**src/rtl/eth_tx_sequencer_if.sv**
```systemverilog
`default_nettype none
// == eth_tx_sequencer_if : memory read port and MAC TX FIFO port of the frame sequencer ==
// == Rev 1.0 ==
interface eth_tx_sequencer_if #(
  parameter int ADDR_W = 8
);
  logic              mem_rd_en;
  logic [ADDR_W-1:0] mem_addr;
  logic [31:0]       mem_rd_data;
  logic [31:0]       ff_tx_data;
  logic              ff_tx_wren;
  logic              ff_tx_sop;
  logic              ff_tx_eop;
  logic [1:0]        ff_tx_mod;
  logic              ff_tx_err;
  logic              ff_tx_rdy;

  modport master (
    output mem_rd_en, mem_addr, ff_tx_data, ff_tx_wren, ff_tx_sop, ff_tx_eop,
           ff_tx_mod, ff_tx_err,
    input  mem_rd_data, ff_tx_rdy
  );

  modport slave (
    input  mem_rd_en, mem_addr, ff_tx_data, ff_tx_wren, ff_tx_sop, ff_tx_eop,
           ff_tx_mod, ff_tx_err,
    output mem_rd_data, ff_tx_rdy
  );
endinterface
`default_nettype wire

```
**src/rtl/eth_tx_sequencer.sv**
```systemverilog
`default_nettype none
// == eth_tx_sequencer : on trigger, streams one fixed-size frame from memory into the MAC TX FIFO ==
// == Rev 1.0 ==
module eth_tx_sequencer #(
  parameter int FRAME_BYTES = 64,
  parameter int ADDR_W      = 8,
  parameter int IPG_CYCLES  = 12
) (
  input  wire logic               clk_hifreq,
  input  wire logic               rst,
  input  wire logic               trigger,
  input  wire logic               cfg_busy,
  eth_tx_sequencer_if.master      bus,
  output logic                    frame_active,
  output logic [15:0]             frames_sent,
  output logic [7:0]              drop_cnt
);

  localparam int WORDS    = (FRAME_BYTES + 3) / 4;
  localparam int LAST_MOD = (4 - (FRAME_BYTES % 4)) % 4;
  localparam int CW       = $clog2(WORDS + 1);

  localparam logic [CW-1:0]     WORDS_C    = CW'(WORDS);
  localparam logic [CW-1:0]     LAST_IDX   = CW'(WORDS - 1);
  localparam logic [ADDR_W-1:0] WORDS_A    = ADDR_W'(WORDS);
  localparam logic [1:0]        LAST_MOD_C = 2'(LAST_MOD);
  localparam logic [7:0]        GAP_LOAD   = 8'((IPG_CYCLES == 0) ? 0 : IPG_CYCLES - 1);

  typedef enum logic [1:0] {
    IDLE   = 2'd0,
    STREAM = 2'd1,
    GAP    = 2'd2
  } state_t;

  state_t            state;
  state_t            state_nxt;

  logic [ADDR_W-1:0] frame_base;
  logic [CW-1:0]     rd_cnt;
  logic [CW-1:0]     beat_cnt;
  logic              rd_pend;
  logic [31:0]       buf_mem [2];
  logic              wr_ptr;
  logic              rd_ptr;
  logic [1:0]        buf_cnt;
  logic              err_flag;
  logic [7:0]        gap_cnt;

  logic              wren;
  logic              xfer;
  logic              is_last;
  logic              eop_xfer;
  logic [2:0]        occ;
  logic              rd_en;
  logic              accept;
  logic              drop;

  assign wren     = (state == STREAM) && (buf_cnt != 2'd0);
  assign xfer     = wren && bus.ff_tx_rdy;
  assign is_last  = (beat_cnt == LAST_IDX);
  assign eop_xfer = xfer && is_last;
  // Words held or on their way, net of the one leaving this cycle; keeps the 2-entry buffer from overflowing.
  assign occ      = {1'b0, buf_cnt} + {2'b00, rd_pend} - {2'b00, xfer};
  assign rd_en    = (state == STREAM) && (occ < 3'd2) && (rd_cnt != WORDS_C);
  assign accept   = (state == IDLE) && trigger && !cfg_busy;
  assign drop     = trigger && !accept;

  assign bus.mem_rd_en  = rd_en;
  assign bus.mem_addr   = rd_en ? (frame_base + ADDR_W'(rd_cnt)) : '0;
  assign bus.ff_tx_wren = wren;
  assign bus.ff_tx_data = wren ? buf_mem[rd_ptr] : 32'd0;
  assign bus.ff_tx_sop  = wren && (beat_cnt == '0);
  assign bus.ff_tx_eop  = wren && is_last;
  assign bus.ff_tx_mod  = (wren && is_last) ? LAST_MOD_C : 2'd0;
  assign bus.ff_tx_err  = wren && is_last && err_flag;
  assign frame_active   = (state == STREAM);

  always_comb begin
    state_nxt = state;
    case (state)
      IDLE:    if (accept) state_nxt = STREAM;
      STREAM:  if (eop_xfer) state_nxt = (IPG_CYCLES == 0) ? IDLE : GAP;
      GAP:     if (gap_cnt == 8'd0) state_nxt = IDLE;
      default: state_nxt = IDLE;
    endcase
  end

  always_ff @(posedge clk_hifreq) begin
    if (rst) begin
      state       <= IDLE;
      frame_base  <= '0;
      rd_cnt      <= '0;
      beat_cnt    <= '0;
      rd_pend     <= 1'b0;
      wr_ptr      <= 1'b0;
      rd_ptr      <= 1'b0;
      buf_cnt     <= 2'd0;
      err_flag    <= 1'b0;
      gap_cnt     <= 8'd0;
      frames_sent <= 16'd0;
      drop_cnt    <= 8'd0;
    end else begin
      state   <= state_nxt;
      rd_pend <= rd_en;
      buf_cnt <= buf_cnt + {1'b0, rd_pend} - {1'b0, xfer};

      if (rd_en) rd_cnt <= rd_cnt + 1'b1;
      if (rd_pend) begin
        buf_mem[wr_ptr] <= bus.mem_rd_data;
        wr_ptr          <= ~wr_ptr;
      end
      if (xfer) begin
        rd_ptr   <= ~rd_ptr;
        beat_cnt <= beat_cnt + 1'b1;
      end
      if (eop_xfer) begin
        rd_cnt      <= '0;
        beat_cnt    <= '0;
        frame_base  <= frame_base + WORDS_A;
        frames_sent <= frames_sent + 16'd1;
        gap_cnt     <= GAP_LOAD;
      end else if ((state == GAP) && (gap_cnt != 8'd0)) begin
        gap_cnt <= gap_cnt - 8'd1;
      end

      // A stalled eop beat already shows its err bit, so the flag stops sampling there to keep it stable.
      if (state_nxt == IDLE)
        err_flag <= 1'b0;
      else if ((state == STREAM) && cfg_busy && !(wren && is_last))
        err_flag <= 1'b1;

      if (drop && (drop_cnt != 8'hFF)) drop_cnt <= drop_cnt + 8'd1;
    end
  end

endmodule
`default_nettype wire

```
**src/flat_wrapper.sv**
```systemverilog
// flat-port wrapper written by rule: the top's interface ports become plain ports
module eth_tx_sequencer_flat 
#(
  parameter int FRAME_BYTES = 64,
  parameter int ADDR_W      = 8,
  parameter int IPG_CYCLES  = 12
)
  (clk_hifreq, rst, trigger, cfg_busy, frame_active, frames_sent, drop_cnt, bus_mem_rd_en, bus_mem_addr, bus_ff_tx_data, bus_ff_tx_wren, bus_ff_tx_sop, bus_ff_tx_eop, bus_ff_tx_mod, bus_ff_tx_err, bus_mem_rd_data, bus_ff_tx_rdy);
  eth_tx_sequencer_if #(.ADDR_W(ADDR_W)) bus_i ();
  input  wire logic clk_hifreq;
  input  wire logic rst;
  input  wire logic trigger;
  input  wire logic cfg_busy;
  output logic frame_active;
  output logic [15:0] frames_sent;
  output logic [7:0] drop_cnt;
  output wire logic [$bits(bus_i.mem_rd_en)-1:0] bus_mem_rd_en;
  output wire logic [$bits(bus_i.mem_addr)-1:0] bus_mem_addr;
  output wire logic [$bits(bus_i.ff_tx_data)-1:0] bus_ff_tx_data;
  output wire logic [$bits(bus_i.ff_tx_wren)-1:0] bus_ff_tx_wren;
  output wire logic [$bits(bus_i.ff_tx_sop)-1:0] bus_ff_tx_sop;
  output wire logic [$bits(bus_i.ff_tx_eop)-1:0] bus_ff_tx_eop;
  output wire logic [$bits(bus_i.ff_tx_mod)-1:0] bus_ff_tx_mod;
  output wire logic [$bits(bus_i.ff_tx_err)-1:0] bus_ff_tx_err;
  input wire logic [$bits(bus_i.mem_rd_data)-1:0] bus_mem_rd_data;
  input wire logic [$bits(bus_i.ff_tx_rdy)-1:0] bus_ff_tx_rdy;
  assign bus_mem_rd_en = bus_i.mem_rd_en;
  assign bus_mem_addr = bus_i.mem_addr;
  assign bus_ff_tx_data = bus_i.ff_tx_data;
  assign bus_ff_tx_wren = bus_i.ff_tx_wren;
  assign bus_ff_tx_sop = bus_i.ff_tx_sop;
  assign bus_ff_tx_eop = bus_i.ff_tx_eop;
  assign bus_ff_tx_mod = bus_i.ff_tx_mod;
  assign bus_ff_tx_err = bus_i.ff_tx_err;
  assign bus_i.mem_rd_data = bus_mem_rd_data;
  assign bus_i.ff_tx_rdy = bus_ff_tx_rdy;
  eth_tx_sequencer #(.FRAME_BYTES(FRAME_BYTES), .ADDR_W(ADDR_W), .IPG_CYCLES(IPG_CYCLES)) u_core (.clk_hifreq(clk_hifreq), .rst(rst), .trigger(trigger), .cfg_busy(cfg_busy), .bus(bus_i), .frame_active(frame_active), .frames_sent(frames_sent), .drop_cnt(drop_cnt));
endmodule
```
**config.mk**
```make
export PLATFORM = sky130hd
export DESIGN_NAME = eth_tx_sequencer_flat
export DESIGN_NICKNAME = d
export VERILOG_FILES = /design/src/rtl/eth_tx_sequencer_if.sv /design/src/rtl/eth_tx_sequencer.sv /design/src/flat_wrapper.sv
export SDC_FILE = /design/constraint.sdc
export NUM_CORES = 1
export LEC_CHECK = 0
export CORE_MARGIN = 1.5
export CORE_UTILIZATION = 50
export CTS_CLUSTER_SIZE = 20
export DETAILED_ROUTE_END_ITERATION = 8
export DONT_BUFFER_PORTS = 1
export PLACE_DENSITY = 0.74
export SYNTH_ARGS = -nofsm -noshare
export SYNTH_HDL_FRONTEND = slang
export SYNTH_SLANG_ARGS = --single-unit
```
**constraint.sdc**
```tcl
create_clock -name clk_hifreq -period 7.87 [get_ports clk_hifreq]
set_input_delay 1.574 -clock clk_hifreq [delete_from_list [all_inputs] [get_ports clk_hifreq]]
set_output_delay 1.574 -clock clk_hifreq [all_outputs]
set_load 0.005 [all_outputs]
```
==> results of run 1 <==
-- flip-flops by register name (all words and copies together), names as in the netlist, named ones only --
register,cells
u_core.gap_cnt,8
u_core.rd_pend,1
u_core.drop_cnt,8
u_core.beat_cnt,5
u_core.rd_cnt,5
u_core.frames_sent,16
u_core.buf_mem,64
u_core.rd_ptr,1
u_core.buf_cnt,2
u_core.state,2
u_core.wr_ptr,1
u_core.err_flag,1
u_core.frame_base,4
-- cells in the final DEF, fill, tap and decap left out, types with 2 or more instances in the layout --
cell type,instances
nand2b_1,3
inv_6,5
edfxtp_1,64
o21ai_0,9
xnor2_1,13
dfxtp_1,54
and3_1,7
conb_1,2
clkinv_4,4
xor2_1,9
nor4_1,2
or4_1,10
a31oi_1,3
nor3b_1,3
inv_1,18
nor2_1,66
nand3_1,12
o211ai_1,2
clkinvlp_4,2
nand2_1,15
buf_4,4
mux2i_1,37
ha_1,13
nor3_2,2
nor3_1,5
clkbuf_16,16
clkinv_2,2
a211oi_1,7
o31ai_1,8
and4_1,3
nand4_1,13
a21oi_1,21
or3_1,7
and2_1,6
nor2b_1,5
-- worst max-delay path, delay by kind of cell (launching register included) --
| family | cells | cell delay [ns] |
|---|---|---|
| adders and majority gates | 3 | 0.90 |
| buffers and inverters | 4 | 0.68 |
| DFF | 1 | 0.46 |
| and+or+nand+nor | 4 | 1.28 |
| AOI/OAI and AO/OA | 1 | 0.41 |
-- Yosys cell counts, types with 2 or more instances --
cell type	number
nor3_1	6
a31oi_1	3
inv_1	18
clkbuf_1	13
o21ai_0	9
a21oi_1	21
and2_1	6
a211oi_1	7
nand4_1	13
nor2b_1	5
edfxtp_1	64
nor4_1	2
nand3_1	12
o211ai_1	2
or4_1	10
buf_1	3
dfxtp_1	55
nor2_1	66
buf_6	2
xnor2_1	13
mux2i_1	37
xor2_1	9
or3_1	7
and4_1	3
o31ai_1	8
ha_1	13
nand2_1	15
and3_1	7
buf_4	2
nor3b_1	3
nand2b_1	3
-- layer usage --
| layer | GRT usage, % | wire, µm | vias up |
|---|---|---|---|
| li1 | - | - | 1661 |
| met1 | 22.10 | 4106 | 1614 |
| met2 | 30.50 | 4947 | 88 |
| met3 | 6.767 | 608 | 13 |
| met4 | 8.433 | 166 | 0 |
| met5 | 0 | 0 | - |
-- power by group through the flow --
stage          logic, mW  registers [mW]  clock network [mW]
3_3_place_gp      0.0318           0.682                   0
6_report          0.0329           0.669               0.711
5_1_grt           0.0371           0.670               0.754
3_5_place_dp      0.0330           0.682                   0
2_1_floorplan     0.0313           0.680                   0
4_1_cts           0.0332           0.669               0.727
-- metrics by stage --
stage               setup slack [ns]  util [%]  hold slack, ns
global route                   1.729     58.80          0.5352
CTS                            2.038     58.80          0.4958
detailed placement             2.196     53.13          0.4866
floorplan                      2.609         -          0.4581
finish                         2.050     58.80          0.4925
global placement               2.294     53.13          0.4744
-- worst paths after layout --
kind	from	to	slack, ns	depth (start not counted)
min reg2reg	u_core.rd_cnt[1]	u_core.rd_cnt[1]	0.49	2
min	u_core.rd_cnt[1]	u_core.rd_cnt[1]	0.49	2
max reg2reg	u_core.state[1]	u_core.rd_cnt[2]	3.88	13
max	u_core.state[1]	bus_mem_addr[5]	2.05	12
-- final cells by class --
cell class	instances	area, µm²
Fill cell	797	4064
Sequential cell	119	3024
Multi-Input combinational cell	295	1946
Clock buffer	17	414.1
Tap cell	133	166.4
Clock inverter	15	145.1
Inverter	20	75.07
Timing Repair Buffer	4	30.03
-- cell families after synthesis --
group	count (synthesis)	share of synthesized area, %
and+or+nand+nor	164	16.38
adders and majority gates	14	3.559
AOI/OAI and AO/OA	56	6.753
other	1	0.07306
DFF	119	58.90
muxes	37	7.216
xor gates and xnor gates	22	3.754
buffers and inverters	40	3.364
==> key figures, run 1 <==
Clock network
  • Root buf cell: clkbuf_8
  • Post-CTS setup buffers: 0
  • Resize count post-CTS: 0
  • Num CTS Buffers: 17
  • Max clock buf depth: 2
  • Reg clk slew, reported paths: 0.06 ns
  • Clk Latency, worst-skew pair: 0.50 ns
  • H-tree depth: 4
  • CTS Hold Bufs: 0
  • Clk sinks: 119
  • TritonCTS clock tree: built

Route
  • Via density: 5.599
  • Final ANT Viol Nets: 0
  • WL final: 9828 µm
  • Routed vias: between 3,000 and 4,000
  • Wire length per cell: around 16 µm
  • Pre-Repair DR Iteration Count: 5
  • DRC: 0
  • DRT iter0 DRCs: roughly 220

Critical path
  • Slowest stage cell, crit path: nor3b_1
  • CP Capture Type: output pin
  • Crit path required time: roughly 6.3 ns
  • Critical-path cell list: nand2b_1, clkinv_1, nand3_1, inv_1, ha_1, inv_1, ha_1, fa_1, nor3b_1, o311ai_1, inv_2, and2_1
  • Max FO, Critical Path: 9
  • Critical Path Start Type: register
  • CP Data Arrival Time: 4.25 ns
  • CP peak stage delay: 0.48 ns
  • WS Path Type: reg2out

Power and ir drop
  • Power per Cell Area: 243.6 nW/µm²
  • Sequential share of power: 47.3%
  • Clk pwr share: a little over 50%
  • Int Pwr: between 1 and 1.5 mW
  • Comb pwr share: 2.3%
  • Switch Pwr: 0.3135 mW
  • Worst vdd ir: ~0.12 mV
  • Overall Power: 1.413 mW
  • Pleak: 1.944 nW
  • Sw Ratio: 22.19%

Final layout
  • Fraction of layout cells with a size suffix above 1: 9.362%
  • Diode count: 0
  • Finished Layout Cells: approximately 600
  • Fin area: 5801 µm²
  • Layout overhead on the synthesized area: 13.02%
  • Final #Nets: a little over 500

Placed design
  • Post-detail-place hpwl: between 6000 and 7000 µm
  • Gpl congestion: 0.8072
  • Dpl cell area: 5241 µm²
  • Dpl cells: 571
  • IO buf count: 0

STA
  • Max Clk Rate: 171.8 MHz
  • Worst slew pin tran: 1.003 ns
  • Worst-case clock skew: slightly above 0.007 ns
  • Max-slew headroom: ~33%
  • Final setup violation count: 0
  • RSZ-0062 raised after global routing: false
  • Period minus WS final: 5.820 ns
  • Final hold vios: 0
  • Final slew viol count: 0
  • Tcrit/Tclk final: roughly three quarters
  • Final TNS setup: 0 ns

Global routing
  • GRT Residual Overflow: 0
  • Initial antenna violation count: 0
  • Pin count of the biggest net entering global routing: between 40 and 50
  • Vias in the first global route: 3,265
  • Global-route wire length before repair: 16,060 µm
  • Gr usage total: between 10% and 20%

Outcome
  • Status: completed

Synthesis
  • Seq cells post-synth: 119
  • Netlist cell types: 47
  • Largest cells by area after synthesis: edfxtp_1 37%, dfxtp_1 21%, mux2i_1 7.2%
  • Syn avg cell area: 11.33 µm²
  • Gate Count Post-Synth: 453
  • Post-synthesis sequential area ratio: around 59%
  • Main synth FF type: edfxtp_1
  • FFs w/ async S/R, synth: 0%
  • Cell taking the most area after synthesis: edfxtp_1
  • EDFF count, synth: 64
  • Ys Warns: 0
  • Post-synth top area share: 37.45%
  • Synth Cell Area: 5132 µm²

Floorplan
  • Die height: 104.3 µm
  • Site row count: 36
  • Initial core utilization: 52.03%
  • Floorplan core area: 9864 µm²
  • I/O pin count: 109
  • Die area: 10,880 µm²
  • Die width: roughly 100 µm

Flow run
  • Max-Cap Viols: 0

Worst hold path
  • Worst Hold Class: reg2reg
(Power assumes the default switching activity.)
==> run 2: changes to the inputs <==
--- a/config.mk
+++ b/config.mk
@@ -10,7 +10,7 @@
 export CTS_CLUSTER_SIZE = 20
 export DETAILED_ROUTE_END_ITERATION = 8
 export DONT_BUFFER_PORTS = 1
-export PLACE_DENSITY = 0.74
+export PLACE_DENSITY = 0.77
 export SYNTH_ARGS = -nofsm -noshare
 export SYNTH_HDL_FRONTEND = slang
 export SYNTH_SLANG_ARGS = --single-unit
==> constraint.sdc (replaced) <==
create_clock -name clk_hifreq -period 4.7 [get_ports clk_hifreq]
set_input_delay 0.94 -clock clk_hifreq [delete_from_list [all_inputs] [get_ports clk_hifreq]]
set_output_delay 0.94 -clock clk_hifreq [all_outputs]
set_load 0.005 [all_outputs]
==> run 2 against run 1 <==
Flip-flop and latch count is the same. Cell area grew 0.91%. Critical endpoint unchanged. Sequential share of layout area shrank 0.47 points. Register-to-register slack lost 2.5 ns. Highest routed layer unchanged.
==> key figures, run 2 (synthesis results as in run 1) <==
Outcome
  • Status: completed (unchanged)

Flow run
  • Max-Cap Viols: 0 (unchanged)

Route
  • Routed vias: 3,392 (was 3,376)
  • DRC: 0 (unchanged)
  • Wire length per cell: 16.68 µm (was 16.30 µm)
  • Pre-Repair DR Iteration Count: 4 (was 5)
  • Final ANT Viol Nets: 0 (unchanged)
  • DRT iter0 DRCs: 159 (was 216)
  • Via density: 5.607 (was 5.599)
  • WL final: 10,090 µm (was 9828 µm)

Global routing
  • Pin count of the biggest net entering global routing: 42 (unchanged)
  • Gr usage total: 19.43% (was 18.71%)
  • Met3 usage in global routing: 7.206% (was 6.767%)
  • GRT Residual Overflow: 0 (unchanged)
  • Met2 Track Usage GR: 33.83% (was 30.50%)
  • Met1 usage in global routing: 21.34% (was 22.10%)
  • Vias in the first global route: 3,371 (was 3,265)
  • Initial antenna violation count: 0 (unchanged)
  • GRT Max-Usage Layer: met2 (unchanged)
  • Global-route wire length before repair: 16,460 µm (was 16,060 µm)

Clock network
  • H-tree depth: 4 (unchanged)
  • Num CTS Buffers: 17 (unchanged)
  • Clk sinks: 119 (unchanged)
  • Post-CTS setup buffers: 0 (unchanged)
  • TritonCTS clock tree: built (unchanged)
  • Max clock buf depth: 2 (unchanged)
  • Clk Latency, worst-skew pair: 0.52 ns (was 0.50 ns)
  • Root buf cell: clkbuf_8 (unchanged)
  • CTS Hold Bufs: 0 (unchanged)
  • Reg clk slew, reported paths: 0.06 ns (about the same)

Placed design
  • IO buf count: 0 (unchanged)
  • Post-detail-place hpwl: 6640 µm (was 6677 µm)
  • Gpl congestion: 0.8528 (was 0.8072)

Floorplan
  • I/O pin count: 109 (unchanged)
  • Die height: 104.3 µm (unchanged)
  • Site row count: 36 (unchanged)
  • Initial core utilization: 52.03% (unchanged)
  • Floorplan core area: 9864 µm² (unchanged)
  • Die area: 10,880 µm² (unchanged)
  • Die width: 104.3 µm (unchanged)

STA
  • Final setup violation count: 0 (unchanged)
  • Max Clk Rate: 223.2 MHz
  • Final slew viol count: 0 (unchanged)
  • Worst-case clock skew: 0.007209 ns (was 0.007177 ns)
  • Tcrit/Tclk final: 95.32%
  • Worst slew pin tran: 0.9776 ns (was 1.003 ns)
  • Final hold vios: 0 (unchanged)
  • Max-slew headroom: 34.83% (was 33.11%)
  • Period minus WS final: 4.480 ns
  • WHS: 0.4870 ns (was 0.4925 ns)

Final layout
  • Most common cell after layout, fill and taps aside: nor2_1 (unchanged)
  • Fraction of layout cells with a size suffix above 1: 10.38% (was 9.362%)
  • Final #Nets: 510 (was 508)
  • Biggest register: u_core.buf_mem (unchanged)
  • Diode count: 0 (unchanged)
  • Max FFs per register: 64 (unchanged)
  • Most frequent cells in the layout: 66 x nor2_1, 64 x edfxtp_1, 54 x dfxtp_1 (unchanged)
  • Top flop regs: u_core.buf_mem x64, u_core.frames_sent x16 (unchanged)
  • Layout overhead on the synthesized area: 14.04% (was 13.02%)

Power and ir drop
  • Switch Pwr: 0.5344 mW (was 0.3135 mW)
  • Sw Ratio: 21.98% (was 22.19%)
  • Clk pwr share: 51.5% (was 50.3%)
  • Worst vdd ir: 0.2155 mV (was 0.1198 mV)
  • Overall Power: 2.431 mW (was 1.413 mW)
  • Power per Cell Area: 415.4 nW/µm² (was 243.6 nW/µm²)
  • Sequential share of power: 46.1% (was 47.3%)
  • Comb pwr share: 2.4% (was 2.3%)
  • Pleak: 1.963 nW (was 1.944 nW)
  • Int Pwr: 1.897 mW (was 1.100 mW)

Critical path
  • Max FO, Critical Path: 8 (was 9)
  • Crit path required time: 3.76 ns (was 6.30 ns)
  • Worst Path Buf+Inv: 5 (was 4)
  • WS Path Type: reg2out (unchanged)
  • CP Data Arrival Time: 3.54 ns (was 4.25 ns)
  • CP startpoint: u_core.state[1] (unchanged)
  • Critical Path Start Type: register (unchanged)
  • R2R Path Start: u_core.state[1] (unchanged)
  • CP Capture Type: output pin (unchanged)
  • Delay-heaviest family, CP: adder cells (was simple AND/OR/NAND/NOR gates)
  • Slowest stage cell, crit path: fa_1 (was nor3b_1)
  • Critical-path cell list: nand2b_2, clkinv_1, nand3_2, inv_1, ha_1, inv_1, ha_1, fa_1, nor3b_1, buf_4, o311ai_2, inv_2, and2_1 (was nand2b_1, clkinv_1, nand3_1, inv_1, ha_1, inv_1, ha_1, fa_1, nor3b_1, o311ai_1, inv_2, and2_1)
  • CP peak stage delay: 0.47 ns (was 0.48 ns)

Worst hold path
  • HP Start: rst (was u_core.rd_cnt[1])
  • Worst Hold Class: in2reg (was reg2reg)
-- run 2: cell types whose count changed in the layout (fill, tap and decap cells not counted), sizes merged --
cell      before  now
clkinv         7    5
buf            4    6
clkinvlp       2    3
bufinv         1    2
-- run 2: repair_timing --
action,in CTS,in global routing
setup endpoints to repair,2,7
resized for setup,1,2
pin swaps,0,0
hold endpoints to repair,0,0
-- run 2: area by class of cell --
| cell class | count | area, µm² |
|---|---|---|
| timing repair buffer | 6 | 45.04 |
| tap | 133 | 166.4 |
| multi-input combinational | 295 | 1961 |
| clock inverter | 15 | 167.7 |
| inverter | 20 | 75.07 |
| sequential | 119 | 3024 |
| clock buffer | 17 | 414.1 |
| fill | 780 | 4011 |
-- run 2: worst paths after layout --
kind,to,slack [ns],cells past startpoint
worst max-delay path,bus_mem_addr[5],0.22,13
worst min-delay path,u_core.frames_sent[12],0.49,1
worst max register to register,u_core.rd_cnt[2],1.43,14
worst min register to register,u_core.beat_cnt[1],0.49,2
-- run 2: worst register-to-register path, cell delays in order, from the launching register on --
cell and delay, ns:
dfxtp_1 0.46, nand2b_2 0.25, clkinv_1 0.11, nand3_2 0.16, inv_1 0.10, ha_1 0.28, inv_1 0.04, ha_1 0.19
fa_1 0.47, nor3b_1 0.25, buf_4 0.18, o311ai_2 0.19, inv_2 0.19, a211oi_1 0.09, a31o_2 0.21
-- run 2: power by group through the flow --
| stage | Clock (mW) | Combinational (mW) | Sequential, mW |
|---|---|---|---|
| after floorplan | 0 | 0.0524 | 1.14 |
| after global placement | 0 | 0.0549 | 1.14 |
| after CTS | 1.27 | 0.0585 | 1.12 |
| after global routing | 1.31 | 0.0667 | 1.12 |
| after detailed placement | 0 | 0.0575 | 1.14 |
| final | 1.25 | 0.0590 | 1.12 |
-- run 2: layer usage --
| metal | vias up | part of all wire, % | wire length (µm) |
|---|---|---|---|
| met2 | 98 | 52 | 5208 |
| met1 | 1623 | 41 | 4093 |
| li1 | 1653 | - | - |
| met3 | 18 | 6.4 | 641 |
| met5 | - | 0 | 0 |
| met4 | 0 | 1.5 | 150 |
-- run 2: metrics by stage --
step,worst slack [ns],setup TNS (ns),instance area (µm²),utilization [%],instances
CTS,0.05357,0,5841,59.21,605
global route,-0.0003100,-0.0003100,5853,59.34,605
detailed placement,0.5311,0,5256,53.29,573
floorplan,0.7072,0,5136,-,454
global placement,0.5930,0,5256,53.29,573
finish,0.2199,0,5853,59.34,605
==> run 3: changes to the inputs <==
--- a/config.mk
+++ b/config.mk
@@ -11,6 +11,7 @@
 export DETAILED_ROUTE_END_ITERATION = 8
 export DONT_BUFFER_PORTS = 1
 export PLACE_DENSITY = 0.77
+export SETUP_SLACK_MARGIN = 0.3
 export SYNTH_ARGS = -nofsm -noshare
 export SYNTH_HDL_FRONTEND = slang
 export SYNTH_SLANG_ARGS = --single-unit
==> run 3 against run 2 <==
Core utilization rose by 0.42 points. Die area is the same. Global-route usage about the same. Worst setup slack improved by 0.27 ns. Cell area increased by 0.71%. First-iteration DRC count is 1.3% higher. Routed wire length up 1.1%. Register-to-register slack better by 0.27 ns. Hold slack better by 0.0027 ns. Maximum frequency is 6.5% higher. Critical path type unchanged. Highest routed layer unchanged.
==> key figures, run 3 (synthesis results as in run 1) <==
Clock network
  • Reg clk slew, reported paths: 0.06 ns (about the same)
  • Num CTS Buffers: 17 (unchanged)
  • TritonCTS clock tree: built (unchanged)
  • H-tree depth: 4 (unchanged)
  • Clk Latency, worst-skew pair: 0.51 ns (was 0.52 ns)
  • Max clock buf depth: 2 (unchanged)
  • Post-CTS setup buffers: 0 (unchanged)
  • Root buf cell: clkbuf_8 (unchanged)
  • Clk sinks: 119 (unchanged)

Critical path
  • Reg2reg path depth: 14 (unchanged)
  • Max FO, Critical Path: 8 (unchanged)
  • Crit path required time: 3.76 ns (about the same)
  • CP Data Arrival Time: 3.27 ns (was 3.54 ns)
  • WS Path Type: reg2out (unchanged)
  • R2r setup slk: 1.70 ns (was 1.43 ns)
  • RR Endpoint: u_core.rd_cnt[2] (unchanged)
  • R2R Path Start: u_core.state[1] (unchanged)
  • CP Capture Type: output pin (unchanged)
  • Critical Path Start Type: register (unchanged)

Placed design
  • Post-detail-place hpwl: 6640 µm (unchanged)
  • Gpl congestion: 0.8528 (unchanged)
  • IO buf count: 0 (unchanged)
  • Dpl cells: 573 (unchanged)

Floorplan
  • Die area: 10,880 µm² (unchanged)
  • Initial core utilization: 52.03% (unchanged)
  • Floorplan core area: 9864 µm² (unchanged)
  • I/O pin count: 109 (unchanged)
  • Site row count: 36 (unchanged)
  • Die height: 104.3 µm (unchanged)
  • Die width: 104.3 µm (unchanged)

Power and ir drop
  • Worst vdd ir: 0.2141 mV (was 0.2155 mV)
  • Pleak: 1.972 nW (was 1.963 nW)
  • Overall Power: 2.437 mW (was 2.431 mW)
  • Power per Cell Area: 413.4 nW/µm² (was 415.4 nW/µm²)

Worst hold path
  • Worst Hold Class: in2reg (unchanged)
  • HP Start: rst (unchanged)
  • WHS Endpoint: u_core.frames_sent[12] (unchanged)
  • WHS Path Cells: 1 (unchanged)

Route
  • Pre-Repair DR Iteration Count: 6 (was 4)
  • Via density: 5.641 (was 5.607)
  • DRT iter0 DRCs: 161 (was 159)
  • Wire length per cell: 16.87 µm (was 16.68 µm)
  • Final ANT Viol Nets: 0 (unchanged)
  • Routed vias: 3,413 (was 3,392)
  • WL final: 10,210 µm (was 10,090 µm)
  • DRC: 0 (unchanged)

Final layout
  • Final #Nets: 510 (unchanged)
  • Top flop regs: u_core.buf_mem x64, u_core.frames_sent x16 (unchanged)
  • Fraction of layout cells with a size suffix above 1: 11.02% (was 10.38%)
  • Diode count: 0 (unchanged)
  • Biggest register: u_core.buf_mem (unchanged)
  • Finished Layout Cells: 605 (unchanged)
  • Max FFs per register: 64 (unchanged)
  • Most frequent cells in the layout: 66 x nor2_1, 64 x edfxtp_1, 53 x dfxtp_1 (was 66 x nor2_1, 64 x edfxtp_1, 54 x dfxtp_1)
  • Layout overhead on the synthesized area: 14.85% (was 14.04%)
  • Post-layout util: 59.75% (was 59.34%)
  • Most common cell after layout, fill and taps aside: nor2_1 (unchanged)
  • # fillers: 776 (was 780)

STA
  • Max-slew headroom: 35.41% (was 34.83%)
  • Final slew viol count: 0 (unchanged)
  • Final setup violation count: 0 (unchanged)
  • Worst slew pin tran: 0.9688 ns (was 0.9776 ns)
  • Final hold vios: 0 (unchanged)
  • Max Clk Rate: 237.7 MHz (was 223.2 MHz)
  • Period minus WS final: 4.208 ns (was 4.480 ns)
  • Final TNS setup: 0 ns (unchanged)
  • WHS: 0.4897 ns (was 0.4870 ns)
  • Worst-case clock skew: 0.005603 ns (was 0.007209 ns)
  • Tcrit/Tclk final: 89.52% (was 95.32%)
  • RSZ-0062 raised after global routing: false

Global routing
  • Global-route wire length before repair: 16,500 µm (was 16,460 µm)
  • Pin count of the biggest net entering global routing: 42 (unchanged)
  • GRT Residual Overflow: 0 (unchanged)
  • Gr usage total: 19.47% (was 19.43%)
  • Vias in the first global route: 3,391 (was 3,371)
  • Initial antenna violation count: 0 (unchanged)

Flow run
  • Max-Cap Viols: 0 (unchanged)

Outcome
  • Status: completed (unchanged)
==> run 3: worst max path at each step <==
stage                           start               to
floorplan               bus_ff_tx_rdy  bus_mem_addr[4]
global placement        bus_ff_tx_rdy  bus_mem_addr[5]
detailed placement      bus_ff_tx_rdy  bus_mem_addr[5]
CTS                 u_core.buf_cnt[1]  bus_mem_addr[5]
global route          u_core.state[1]  bus_mem_addr[5]
finish                u_core.state[1]  bus_mem_addr[5]
==> run 3: metal layers <==
| metal | global-route usage, % | vias up | routed length, µm |
|---|---|---|---|
| li1 | - | 1651 | - |
| met1 | 21.34 | 1646 | 4154 |
| met2 | 33.98 | 98 | 5273 |
| met3 | 7.206 | 18 | 624 |
| met4 | 7.837 | 0 | 154 |
| met5 | 0 | - | 0 |
==> run 3: layout make-up <==
cell class                      instances  area (µm²)  area share, %
Clock buffer                           17       414.1          7.026
Multi-Input combinational cell        295        1998          33.90
Sequential cell                       119        3028          51.37
Tap cell                              133       166.4          2.823
Clock inverter                         15       167.7          2.844
Timing Repair Buffer                    6       45.04         0.7642
Inverter                               20       75.07          1.274
==> run 3: critical path, cell delays in order, from the launching register on <==
cell and delay [ns]:
dfxtp_4 0.39, nand2b_4 0.17, clkinv_1 0.12, nand3_4 0.13
inv_1 0.09, ha_1 0.27, inv_1 0.04, ha_1 0.18
fa_1 0.49, nor3b_2 0.21, buf_4 0.18, o311ai_4 0.15
inv_2 0.16, and2_1 0.16
==> run 3: report_power, final <==
group	leakage [nW]	switching, mW	internal [mW]
clock network	0.279	0.487	0.766
registers	1.02	0.0117	1.11
logic	0.670	0.0387	0.0241
==> run 3: timing repair <==
item | 4_1_cts | 5_1_grt
resized for setup | 4 | 7
hold buffers | 0 | 0
endpoints found under the setup margin | 7 | 7
==> run 3: metrics by stage <==
step	area (µm²)	setup slack, ns
after floorplan	5136	0.7072
after global placement	5256	0.5930
after detailed placement	5256	0.5311
after CTS	5854	0.3199
after global routing	5894	0.3489
final	5894	0.4924
